`config.mk`:
```
export PLATFORM = sky130hd
export DESIGN_NAME = aes_multi_core_ctrl
export DESIGN_NICKNAME = d
export VERILOG_FILES = /design/src/rtl/aes_multi_core_ctrl.sv
export SDC_FILE = /design/constraint.sdc
export NUM_CORES = 1
export LEC_CHECK = 0
export ABC_AREA = 1
export BUFFER_PORTS_ARGS = -buffer_cell sky130_fd_sc_hd__buf_2
export CAP_MARGIN = 25
export CORE_AREA = 2 2 313 315
export CTS_CLUSTER_DIAMETER = 80
export DETAILED_ROUTE_END_ITERATION = 16
export DIE_AREA = 0 0 315 317
export SYNTH_ARGS = -nofsm -noshare
export SYNTH_HDL_FRONTEND = slang
export SYNTH_SLANG_ARGS = --single-unit
export TNS_END_PERCENT = 20
```
`constraint.sdc`:
```
create_clock -name clk -period 1.6 [get_ports clk]
set_input_delay 0.16 -clock clk [delete_from_list [all_inputs] [get_ports clk]]
set_output_delay 0.16 -clock clk [all_outputs]
set_load 0.02 [all_outputs]
```
`src/rtl/aes_multi_core_ctrl.sv`:
```
// Round-robin dispatcher and in-order retirer between the UART rx/tx buffers and NUM_CORES AES engines.
// Optional feature macro AES_CTRL_STALL_CNT_EN adds the stall_cycles output.
module aes_multi_core_ctrl #(
    parameter int BLOCK_W   = 128,
    parameter int NUM_CORES = 2,
    parameter int PTR_W     = 3,
    parameter int CNT_W     = 16
) (
    input  logic                           clk,
    input  logic                           reset,
    input  logic [BLOCK_W-1:0]             pt,
    input  logic                           rx_empty,
    output logic                           rx_read,
    input  logic                           tx_overflow,
    output logic                           tx_write,
    output logic [BLOCK_W-1:0]             ct,
    input  logic [NUM_CORES-1:0]           aes_ready,
    output logic [NUM_CORES-1:0]           aes_start,
    output logic [NUM_CORES*BLOCK_W-1:0]   pt_to_aes,
    input  logic [NUM_CORES*BLOCK_W-1:0]   ct_from_aes,
    output logic [CNT_W-1:0]               blocks_done,
    output logic                           busy
`ifdef AES_CTRL_STALL_CNT_EN
    ,
    output logic [CNT_W-1:0]               stall_cycles
`endif
);

    typedef enum logic [1:0] {S_FREE, S_LOAD, S_RUN, S_DONE} slot_t;

    slot_t                slot_q   [NUM_CORES];
    logic [BLOCK_W-1:0]   result_q [NUM_CORES];
    logic [NUM_CORES-1:0] armed_q;
    logic [PTR_W-1:0]     disp_ptr;
    logic [PTR_W-1:0]     ret_ptr;
    logic                 run_en;

    logic [NUM_CORES-1:0] disp_hot;
    logic [NUM_CORES-1:0] ret_hot;
    logic [NUM_CORES-1:0] slot_free;
    logic [NUM_CORES-1:0] slot_done;
    logic [NUM_CORES-1:0] keep_busy;
    logic                 head_done;
    logic                 dispatch_en;
    logic                 retire_en;
    logic [BLOCK_W-1:0]   ret_result;

    function automatic logic [PTR_W-1:0] ptr_inc(input logic [PTR_W-1:0] p);
        return (p == PTR_W'(NUM_CORES - 1)) ? '0 : p + PTR_W'(1);
    endfunction

    // Pointers are decoded to one-hot so slots are never indexed out of range.
    always_comb begin
        disp_hot   = '0;
        ret_hot    = '0;
        slot_free  = '0;
        slot_done  = '0;
        keep_busy  = '0;
        ret_result = '0;
        for (int unsigned k = 0; k < NUM_CORES; k++) begin
            disp_hot[k]  = (disp_ptr == PTR_W'(k));
            ret_hot[k]   = (ret_ptr == PTR_W'(k));
            slot_free[k] = (slot_q[k] == S_FREE);
            slot_done[k] = (slot_q[k] == S_DONE);
            if (ret_hot[k]) ret_result = result_q[k];
        end
        head_done   = |(ret_hot & slot_done);
        dispatch_en = run_en && !rx_empty && (|(disp_hot & slot_free & aes_ready));
        retire_en   = head_done && !tx_overflow;
        for (int unsigned k = 0; k < NUM_CORES; k++) begin
            case (slot_q[k])
                S_FREE:  keep_busy[k] = dispatch_en && disp_hot[k];
                S_DONE:  keep_busy[k] = !(retire_en && ret_hot[k]);
                default: keep_busy[k] = 1'b1;
            endcase
        end
    end

    // rx_read is combinational so the head block is popped in the same cycle it is captured.
    assign rx_read = dispatch_en;

    always_ff @(posedge clk or negedge reset) begin
        if (!reset) begin
            run_en      <= 1'b0;
            disp_ptr    <= '0;
            ret_ptr     <= '0;
            tx_write    <= 1'b0;
            ct          <= '0;
            aes_start   <= '0;
            pt_to_aes   <= '0;
            blocks_done <= '0;
            busy        <= 1'b0;
            armed_q     <= '0;
            for (int unsigned k = 0; k < NUM_CORES; k++) begin
                slot_q[k]   <= S_FREE;
                result_q[k] <= '0;
            end
        end else begin
            run_en    <= 1'b1;
            tx_write  <= 1'b0;
            aes_start <= '0;
            busy      <= |keep_busy;
            for (int unsigned k = 0; k < NUM_CORES; k++) begin
                case (slot_q[k])
                    S_FREE: begin
                        if (dispatch_en && disp_hot[k]) begin
                            pt_to_aes[k*BLOCK_W +: BLOCK_W] <= pt;
                            aes_start[k] <= 1'b1;
                            slot_q[k]    <= S_LOAD;
                        end
                    end
                    S_LOAD: begin
                        slot_q[k]  <= S_RUN;
                        armed_q[k] <= 1'b0;
                    end
                    S_RUN: begin
                        // First RUN cycle ignores aes_ready: the engine may still show its idle flag.
                        if (!armed_q[k]) begin
                            armed_q[k] <= 1'b1;
                        end else if (aes_ready[k]) begin
                            result_q[k] <= ct_from_aes[k*BLOCK_W +: BLOCK_W];
                            slot_q[k]   <= S_DONE;
                        end
                    end
                    S_DONE: begin
                        if (retire_en && ret_hot[k]) slot_q[k] <= S_FREE;
                    end
                    default: slot_q[k] <= S_FREE;
                endcase
            end
            if (dispatch_en) disp_ptr <= ptr_inc(disp_ptr);
            if (retire_en) begin
                ct          <= ret_result;
                tx_write    <= 1'b1;
                ret_ptr     <= ptr_inc(ret_ptr);
                blocks_done <= blocks_done + CNT_W'(1);
            end
        end
    end

`ifdef AES_CTRL_STALL_CNT_EN
    always_ff @(posedge clk or negedge reset) begin
        if (!reset) begin
            stall_cycles <= '0;
        end else if (head_done && tx_overflow && (stall_cycles != '1)) begin
            stall_cycles <= stall_cycles + CNT_W'(1);
        end
    end
`endif

endmodule

```
==> impl_summary.log, run 1 <==
[metrics] post-route DRC violation count: 0
[metrics] count of state elements after synthesis: roughly 670
[metrics] outcome: finished, violations left
[metrics] Min-Delay Path Class: in2reg
[metrics] post-synthesis net count: between 3000 and 4000
[metrics] clock network fraction of total power: between 20% and 30%
[metrics] maximum clock frequency: roughly 510 MHz
[metrics] synthesized area divided by synthesized cell count: between 9 and 10 µm²
[metrics] area share of the largest cell type after synthesis: 62.07%
[metrics] Logic pwr share: 40.9%
[metrics] initial antenna violation count: 14
[metrics] critical path cell sequence: inv_2, ha_4, nand2_1, inv_1, nand3_2, nand2_2, buf_4, nand3_4, buf_12, bufbuf_16, nand2_1, nand2_1
[metrics] post-DR wirelength/cell: 19.47 µm
[metrics] # fillers: approximately 9000
[metrics] master of the slowest instance on the critical path: dfrtp_1
[metrics] number of distinct library cells after synthesis: 25
[metrics] initial DRC count: 2100
[metrics] detailed-placement wirelength estimate: slightly above 70000 µm
[metrics] post-route fraction of the period consumed by the critical path: 121.4%
[metrics] Switching Power: roughly 31 mW
[metrics] growth of design area from synthesis to finish: 57.02%
[metrics] placer's final routability congestion estimate: 0.8747
[metrics] largest buffer count on any clock path: 3
[metrics] global-route wire length before repair: between 150000 and 200000 µm
[metrics] die extent in x: about 320 µm
[metrics] Setup crit start kind: flip-flop
[metrics] CP Data Arrival Time: approximately 2.5 ns
[metrics] setup repair after global routing missed its margin: yes
[metrics] number of clock buffers inserted by TritonCTS: ~80
[metrics] total power density per cell area: ~1900 nW/µm²
[metrics] actual slew at the worst max-slew pin: about 0.7 ns
[metrics] Flop pwr share: between 30% and 40%
[metrics] proportion of register bits with asynchronous set or reset after synthesis: between 90% and 100%
[metrics] most used cell, CP: nand2_1
[metrics] proportion of layout cells with a drive suffix above 1: 32.52%
[metrics] count of flip-flops with a built-in enable after synthesis: 0
[metrics] count of warnings emitted by yosys: 0
[metrics] critical path data required time: 2.11 ns
[metrics] Total Routed Length: ~110000 µm
[metrics] critical path endpoint category: flip-flop
[metrics] number of nets in the layout: 4701
[metrics] die span in y: roughly 320 µm
[metrics] Port Buffer Count: slightly below 800
[metrics] maximum number of pins on one net before global-route repair: 83
[metrics] Final Setup Violations: a little over 600
[metrics] number of global-route vias before repair: around 26000
[metrics] Max FO, Critical Path: 12
[metrics] Max Cap Viol: 0
[metrics] number of nets with antenna violations after routing: 0
[metrics] hold violation total from the final report: 0
[metrics] crit path kind: reg2reg
[metrics] TritonCTS Sinks: between 600 and 700
[metrics] post-layout min period: 1.943 ns
[metrics] initial core utilization: about 28%
[metrics] Synth Cell Area: ~27000 µm²
[metrics] static leakage: 22.88 nW
[metrics] sequential cell area fraction in the yosys report: between 60% and 70%
[metrics] highest cell delay on the worst timing path: between 0.4 and 0.5 ns
[metrics] post-placement cell count: slightly above 5000
[metrics] Cell Int Power: slightly below 50 mW
[metrics] worst vdd rail ir drop: 1.037 mV
[metrics] detailed-routing iteration count for the pre-antenna-repair pass: 6
[metrics] CTS clk-pin slew, worst paths: roughly 0.060 ns
[metrics] post-synthesis cell type with the largest combined area: dfrtp_1
[metrics] final non-filler cell total: 5649
[metrics] Die Area: ~100000 µm²
[metrics] Primary FF master, synth: dfrtp_1
[metrics] number of standard-cell rows in the floorplan: 114
[metrics] CTS tree: done
[metrics] worst clock skew: ~0.021 ns
[metrics] total grt overflow: 0
[metrics] overall power after layout: about 80 mW
[metrics] number of instances in the synthesized netlist: approximately 3000
[metrics] GRT Overall Usage: 20.44%
[metrics] worst max-slew margin expressed relative to the limit: between 50% and 60%
[metrics] Vias/cell: ~4.7
[metrics] area of the placeable core: just under 100000 µm²
[metrics] min setup slack post-route: -0.3431 ns
[metrics] biggest area contributors in the synthesized netlist: dfrtp_1 (62%), nand2_1 (18%), mux2_2 (4.2%)
[metrics] I/O pin count: just under 800
[metrics] buffering stage count on the worst path with inverters included: 5
[metrics] total number of H-tree levels: 3
[metrics] cell family with most CP delay: buffers and inverters
[metrics] fraction of power spent switching nets: slightly below 40%
[metrics] max-slew violation total from the final report: 0
[metrics] clock latency on the worst-skew pair: between 0.6 and 0.7 ns
[metrics] violations in the final reports: setup timing
[metrics] clock tree root buffer cell: clkbuf_16
[metrics] via count: approximately 26000
routing by layer:
metal / track usage, % / wire length [µm] / share of wire, %
met3: 4.963 / 7606 / 6.9
met2: 31.54 / 50540 / 46
met5: 0 / 42 / 0.038
met4: 10.67 / 6480 / 5.9
met1: 26.64 / 45310 / 41
synth_stat cells (all sizes together) (5+ instances only):
library cell,count
a21oi,159
dfrtp,673
o22ai,78
buf,90
inv,183
xor2,5
xnor2,7
nand3,118
o21ai,8
nand2,1285
clkbuf,83
ha,8
mux2,101
nor2,178
layout make-up:
class | instances | area [µm²] | share of cell area (%)
sequential | 673 | 16840 | 39.53
timing repair buffer | 1409 | 11120 | 26.09
multi-input combinational | 1954 | 9625 | 22.59
clock buffer | 111 | 2228 | 5.231
tap | 1276 | 1597 | 3.747
inverter | 183 | 718.2 | 1.686
clock inverter | 31 | 427.9 | 1.004
timing repair inverter | 3 | 26.28 | 0.06167
antenna | 9 | 22.52 | 0.05286
path summary, 6_finish.rpt:
check | start | to | slack, ns | depth (start not counted)
min in group asynchronous | reset | pt_to_aes[252]$_DFFE_PN0P_ | 0.27 | 3
worst min-delay path | ct_from_aes[80] | result_q[208]$_DFFE_PN0P_ | 0.09 | 4
worst max-delay path | slot_q[2]$_DFFE_PN0P_ | pt_to_aes[60]$_DFFE_PN0P_ | -0.34 | 12
max in group asynchronous | reset | ret_ptr[0]$_DFFE_PN0N_ | 0.17 | 3
worst max register to register | slot_q[2]$_DFFE_PN0P_ | pt_to_aes[60]$_DFFE_PN0P_ | -0.34 | 12
worst min register to register | disp_ptr[1]$_DFFE_PN0N_ | disp_ptr[1]$_DFFE_PN0N_ | 0.38 | 0
registers in the layout (all words and copies together), names as in the netlist:
register / flops
tx_write: 1
disp_ptr: 3
ret_ptr: 3
result_q: 256
pt_to_aes: 256
slot_q: 4
busy: 1
run_en: 1
aes_start: 2
armed_q: 2
ct: 128
blocks_done: 16
worst min-delay path, cell delays in order:
cell     delay (ns)
buf_2          0.16
nor2_1         0.09
buf_4          0.16
a21oi_1        0.11
per-stage QoR:
stage,util [%],TNS [ns],setup WS [ns],hold WS [ns],cell area [µm²]
finish,44.25,-105.39,-0.3431,0.08918,42600
global route,44.25,-147.22,-0.4153,0.04782,42600
CTS,43.11,-127.95,-0.3902,0.03209,41500
detailed placement,35.13,-88.78,-0.2307,0.03360,33820
global placement,35.13,-65.48,-0.1806,0.03483,33820
floorplan,-,-7.644,-0.03947,-0.1356,27140
cells by family after synthesis:
family	Yosys count	share of synthesized area, %
xor+xnor	12	0.3874
fa+ha+maj	8	0.3689
mux	101	4.192
flops	673	62.07
simple gates	1587	22.60
buf+inv	356	5.465
compound gates	245	4.902
other cells	1	0.01382
cell usage in the layout, fill, tap and decap left out, types with 4 or more instances in the layout:
master,n
inv_6,5
mux2_4,12
buf_12,55
buf_4,115
buf_8,4
o22ai_1,76
nand2_1,1155
nand2_2,75
inv_8,5
diode_2,9
nand3_4,4
ha_4,6
bufbuf_16,9
dfrtp_1,672
inv_1,170
a21oi_1,157
nor2_1,171
buf_16,18
clkbuf_16,90
o21ai_0,8
mux2_2,89
clkinv_2,12
inv_2,10
bufinv_16,9
buf_6,20
dlygate4sd3_1,386
nand2_4,55
buf_2,792
clkbuf_8,11
clkbuf_1,20
nor2_2,6
nand3_1,112
xnor2_1,7
xor2_1,4
what timing repair did:
action,CTS,global route
pin swaps,9,72
gates cloned,23,13
buffers inserted,31,4
gates resized for setup,69,225
hold endpoints to repair,1188,0
setup endpoints to repair,647,661
hold buffers,386,0
power groups by stage:
stage / clock [mW] / sequential (mW) / combinational, mW
floorplan: 0 / 32.9 / 11.8
global placement: 0 / 28.1 / 28.1
detailed placement: 0 / 28.2 / 28.6
CTS: 19.0 / 28.0 / 30.9
global route: 19.8 / 29.3 / 35.4
finish: 18.7 / 28.7 / 32.8
No activity file was read; power rests on OpenSTA's default activity.
==> run 2: changes to the inputs <==
- CTS_BUF_LIST: default -> sky130_fd_sc_hd__clkbuf_16
- CTS_CLUSTER_SIZE: default -> 16
- PLACE_DENSITY: default -> 0.53
==> impl_summary.log, run 2 (synthesis results as in run 1) <==
[metrics] outcome: finished, violations left (unchanged)
[metrics] violations in the final reports: setup timing (unchanged)
[metrics] worst clock skew: 0.02622 ns (was 0.02116 ns)
[metrics] Total Routed Length: 108400 µm (was 110000 µm)
[metrics] CTS clk-pin slew, worst paths: 0.08 ns (was 0.06 ns)
[metrics] maximum clock frequency: 524.5 MHz (was 514.6 MHz)
[metrics] CTS tree: done (unchanged)
[metrics] Final Setup Violations: 575 (was 622)
[metrics] critical path cell sequence: inv_2, ha_4, nand2_2, inv_2, nand3_2, nand2_2, nand2_2, inv_2, buf_6 (was inv_2, ha_4, nand2_1, inv_1, nand3_2, nand2_2, buf_4, nand3_4, buf_12, bufbuf_16, nand2_1, nand2_1)
[metrics] worst vdd rail ir drop: 0.9463 mV (was 1.037 mV)
[metrics] min setup slack post-route: -0.3067 ns (was -0.3431 ns)
[metrics] Flop pwr share: 39.5% (was 35.8%)
[metrics] Logic pwr share: 43.3% (was 40.9%)
[metrics] buffering stage count on the worst path with inverters included: 4 (was 5)
[metrics] Switching Power: 30.08 mW (was 31.48 mW)
[metrics] placer's final routability congestion estimate: 0.8583 (was 0.8747)
[metrics] post-route DRC violation count: 0 (unchanged)
[metrics] cell family with most CP delay: flip-flops (was buffers and inverters)
[metrics] TritonCTS Sinks: 673 (unchanged)
[metrics] clock latency on the worst-skew pair: 0.65 ns (was 0.63 ns)
[metrics] largest buffer count on any clock path: 3 (unchanged)
[metrics] highest cell delay on the worst timing path: 0.40 ns (was 0.41 ns)
[metrics] number of nets with antenna violations after routing: 0 (unchanged)
[metrics] post-DR wirelength/cell: 19.37 µm (was 19.47 µm)
[metrics] Worst Reg-to-Reg Cells: 14 (was 12)
[metrics] hold violation total from the final report: 0 (unchanged)
[metrics] initial core utilization: 28.18% (unchanged)
[metrics] initial DRC count: 1621 (was 2100)
[metrics] FF-to-FF Start: slot_q[1]$_DFFE_PN0P_ (was slot_q[2]$_DFFE_PN0P_)
[metrics] Cell Int Power: 43.22 mW (was 48.68 mW)
[metrics] critical path endpoint category: output port (was flip-flop)
[metrics] Port Buffer Count: 794 (unchanged)
[metrics] clock network fraction of total power: 17.2% (was 23.3%)
[metrics] Setup crit start kind: flip-flop (unchanged)
[metrics] total number of H-tree levels: 2 (was 3)
[metrics] via count: 25490 (was 26440)
[metrics] detailed-placement wirelength estimate: 72800 µm (was 70790 µm)
[metrics] Max Cap Viol: 0 (unchanged)
[metrics] fraction of power spent switching nets: 41.04% (was 39.27%)
[metrics] Max FO, Critical Path: 2 (was 12)
[metrics] die extent in x: 315 µm (unchanged)
[metrics] critical path data required time: 1.44 ns (was 2.11 ns)
[metrics] initial antenna violation count: 8 (was 14)
[metrics] I/O pin count: 795 (unchanged)
[metrics] maximum number of pins on one net before global-route repair: 96 (was 83)
[metrics] Die Area: 99860 µm² (unchanged)
[metrics] post-route fraction of the period consumed by the critical path: 119.2% (was 121.4%)
[metrics] Min-Delay Path Class: in2reg (unchanged)
[metrics] setup repair after global routing missed its margin: yes (unchanged)
[metrics] worst max-slew margin expressed relative to the limit: 52.62% (was 52.64%)
[metrics] number of clock buffers inserted by TritonCTS: 52 (was 79)
[metrics] post-layout min period: 1.907 ns (was 1.943 ns)
[metrics] GRT Overall Usage: 20.23% (was 20.44%)
[metrics] number of global-route vias before repair: 24980 (was 26180)
[metrics] master of the slowest instance on the critical path: dfrtp_1 (unchanged)
[metrics] number of standard-cell rows in the floorplan: 114 (unchanged)
[metrics] CP Data Arrival Time: 1.75 ns (was 2.45 ns)
[metrics] crit path kind: reg2out (was reg2reg)
[metrics] cell count of the worst hold path: 8 (was 4)
[metrics] actual slew at the worst max-slew pin: 0.7107 ns (was 0.7080 ns)
[metrics] Hold Path End: disp_ptr[0]$_DFFE_PN0N_ (was result_q[208]$_DFFE_PN0P_)
[metrics] area of the placeable core: 96280 µm² (unchanged)
[metrics] Vias/cell: 4.557 (was 4.680)
[metrics] static leakage: 22.61 nW (was 22.88 nW)
[metrics] most common cell after layout, fill and taps aside: nand2_1 (unchanged)
[metrics] slack of the worst reg-to-reg path: -0.28 ns (was -0.34 ns)
[metrics] detailed-routing iteration count for the pre-antenna-repair pass: 5 (was 6)
[metrics] largest registers ranked by flip-flop count: pt_to_aes (256), result_q (256), ct (128) (unchanged)
[metrics] clock tree root buffer cell: clkbuf_16 (unchanged)
[metrics] global-route wire length before repair: 155000 µm (was 156600 µm)
[metrics] growth of design area from synthesis to finish: 56.87% (was 57.02%)
[metrics] launch instance of the worst min-delay path: aes_ready[0] (was ct_from_aes[80])
[metrics] die span in y: 317 µm (unchanged)
[metrics] total grt overflow: 0 (unchanged)
[metrics] most used cells in the layout excluding fill and tap cells: nand2_1 (995), buf_2 (792), dfrtp_1 (672) (was nand2_1 (1155), buf_2 (792), dfrtp_1 (672))
[metrics] total power density per cell area: 1722 nW/µm² (was 1882 nW/µm²)
[metrics] capture point of the worst reg-to-reg path: pt_to_aes[241]$_DFFE_PN0P_ (was pt_to_aes[60]$_DFFE_PN0P_)
[metrics] overall power after layout: 73.30 mW (was 80.16 mW)
[metrics] number of nets in the layout: 4696 (was 4701)
[metrics] post-route setup TNS: -80.59 ns (was -105.39 ns)
[metrics] proportion of layout cells with a drive suffix above 1: 35.50% (was 32.52%)
[metrics] max-slew violation total from the final report: 0 (unchanged)
==> run 2: changes by cell type in the layout (fill, tap and decap cells not counted), sizes merged <==
| cell | delta |
|---|---|
| buf | +21 |
| bufbuf | -6 |
| bufinv | -8 |
| clkbuf | -52 |
| clkinv | -7 |
| clkinvlp | +1 |
| diode | -4 |
| dlygate4sd3 | +3 |
| inv | -3 |
==> run 2: cell type report <==
class | instances | area, µm²
well taps | 1276 | 1597
flip-flops and latches | 673 | 16840
inverters | 183 | 728.2
clock buffers | 53 | 1326
diodes | 5 | 12.51
repair inverters | 1 | 11.26
fillers | 9271 | 53720
clock inverters | 16 | 152.6
repair buffers | 1433 | 11800
multi-input cells | 1954 | 10090
==> run 2: worst max-delay path by stage <==
stage | startpoint | endpoint | slack (ns) | cells past startpoint
2_1_floorplan | slot_q[2]$_DFFE_PN0P_ | result_q[130]$_DFFE_PN0P_ | -0.04 | 5
3_3_place_gp | slot_q[0]$_DFFE_PN0P_ | slot_q[1]$_DFFE_PN0P_ | -0.22 | 12
3_5_place_dp | slot_q[0]$_DFFE_PN0P_ | slot_q[1]$_DFFE_PN0P_ | -0.23 | 12
4_1_cts | slot_q[3]$_DFFE_PN0P_ | rx_read | -0.36 | 9
5_1_grt | slot_q[1]$_DFFE_PN0P_ | rx_read | -0.43 | 9
6_report | slot_q[1]$_DFFE_PN0P_ | rx_read | -0.31 | 9
==> run 2: tightest hold or removal path, cell delays in order <==
cell,delay (ns)
buf_2,0.14
nand2_2,0.08
inv_2,0.03
nand3_2,0.05
nand2_2,0.07
nand2_2,0.07
nand2_1,0.05
nand2_1,0.04
==> run 2: layer usage <==
| layer | part of all wire, % | track usage [%] | up-vias |
|---|---|---|---|
| met4 | 3.6 | 6.981 | 8 |
| li1 | - | - | 11940 |
| met3 | 5.7 | 3.645 | 196 |
| met1 | 44 | 27.69 | 12530 |
| met2 | 47 | 32.23 | 815 |
| met5 | 0.047 | 0 | - |
==> run 2: timing repair <==
action,4_1_cts,5_1_grt
cloned,25,22
resized for setup,103,409
hold buffers,389,0
endpoints found under the hold margin,1190,0
setup endpoints to repair,654,642
pin swaps,7,135
setup buffers,24,10
==> run 2: metrics by stage <==
step	hold WS [ns]	setup slack, ns	util, %	std cells	area, µm²
final	0.07671	-0.3067	44.21	5594	42560
after global placement	0.06292	-0.2166	35.36	5055	34050
after CTS	0.01666	-0.3580	42.29	5558	40720
after floorplan	-0.1356	-0.03947	-	2983	27140
after global routing	0.09100	-0.4301	44.20	5592	42560
after detailed placement	0.06198	-0.2267	35.36	5055	34050
==> run 2: power groups by stage <==
stage | clock network [mW] | logic, mW | registers, mW
global route | 13.7 | 34.5 | 29.6
global placement | 0 | 28.0 | 28.4
finish | 12.6 | 31.7 | 28.9
floorplan | 0 | 11.8 | 32.9
CTS | 13.1 | 30.3 | 28.3
detailed placement | 0 | 28.4 | 28.5
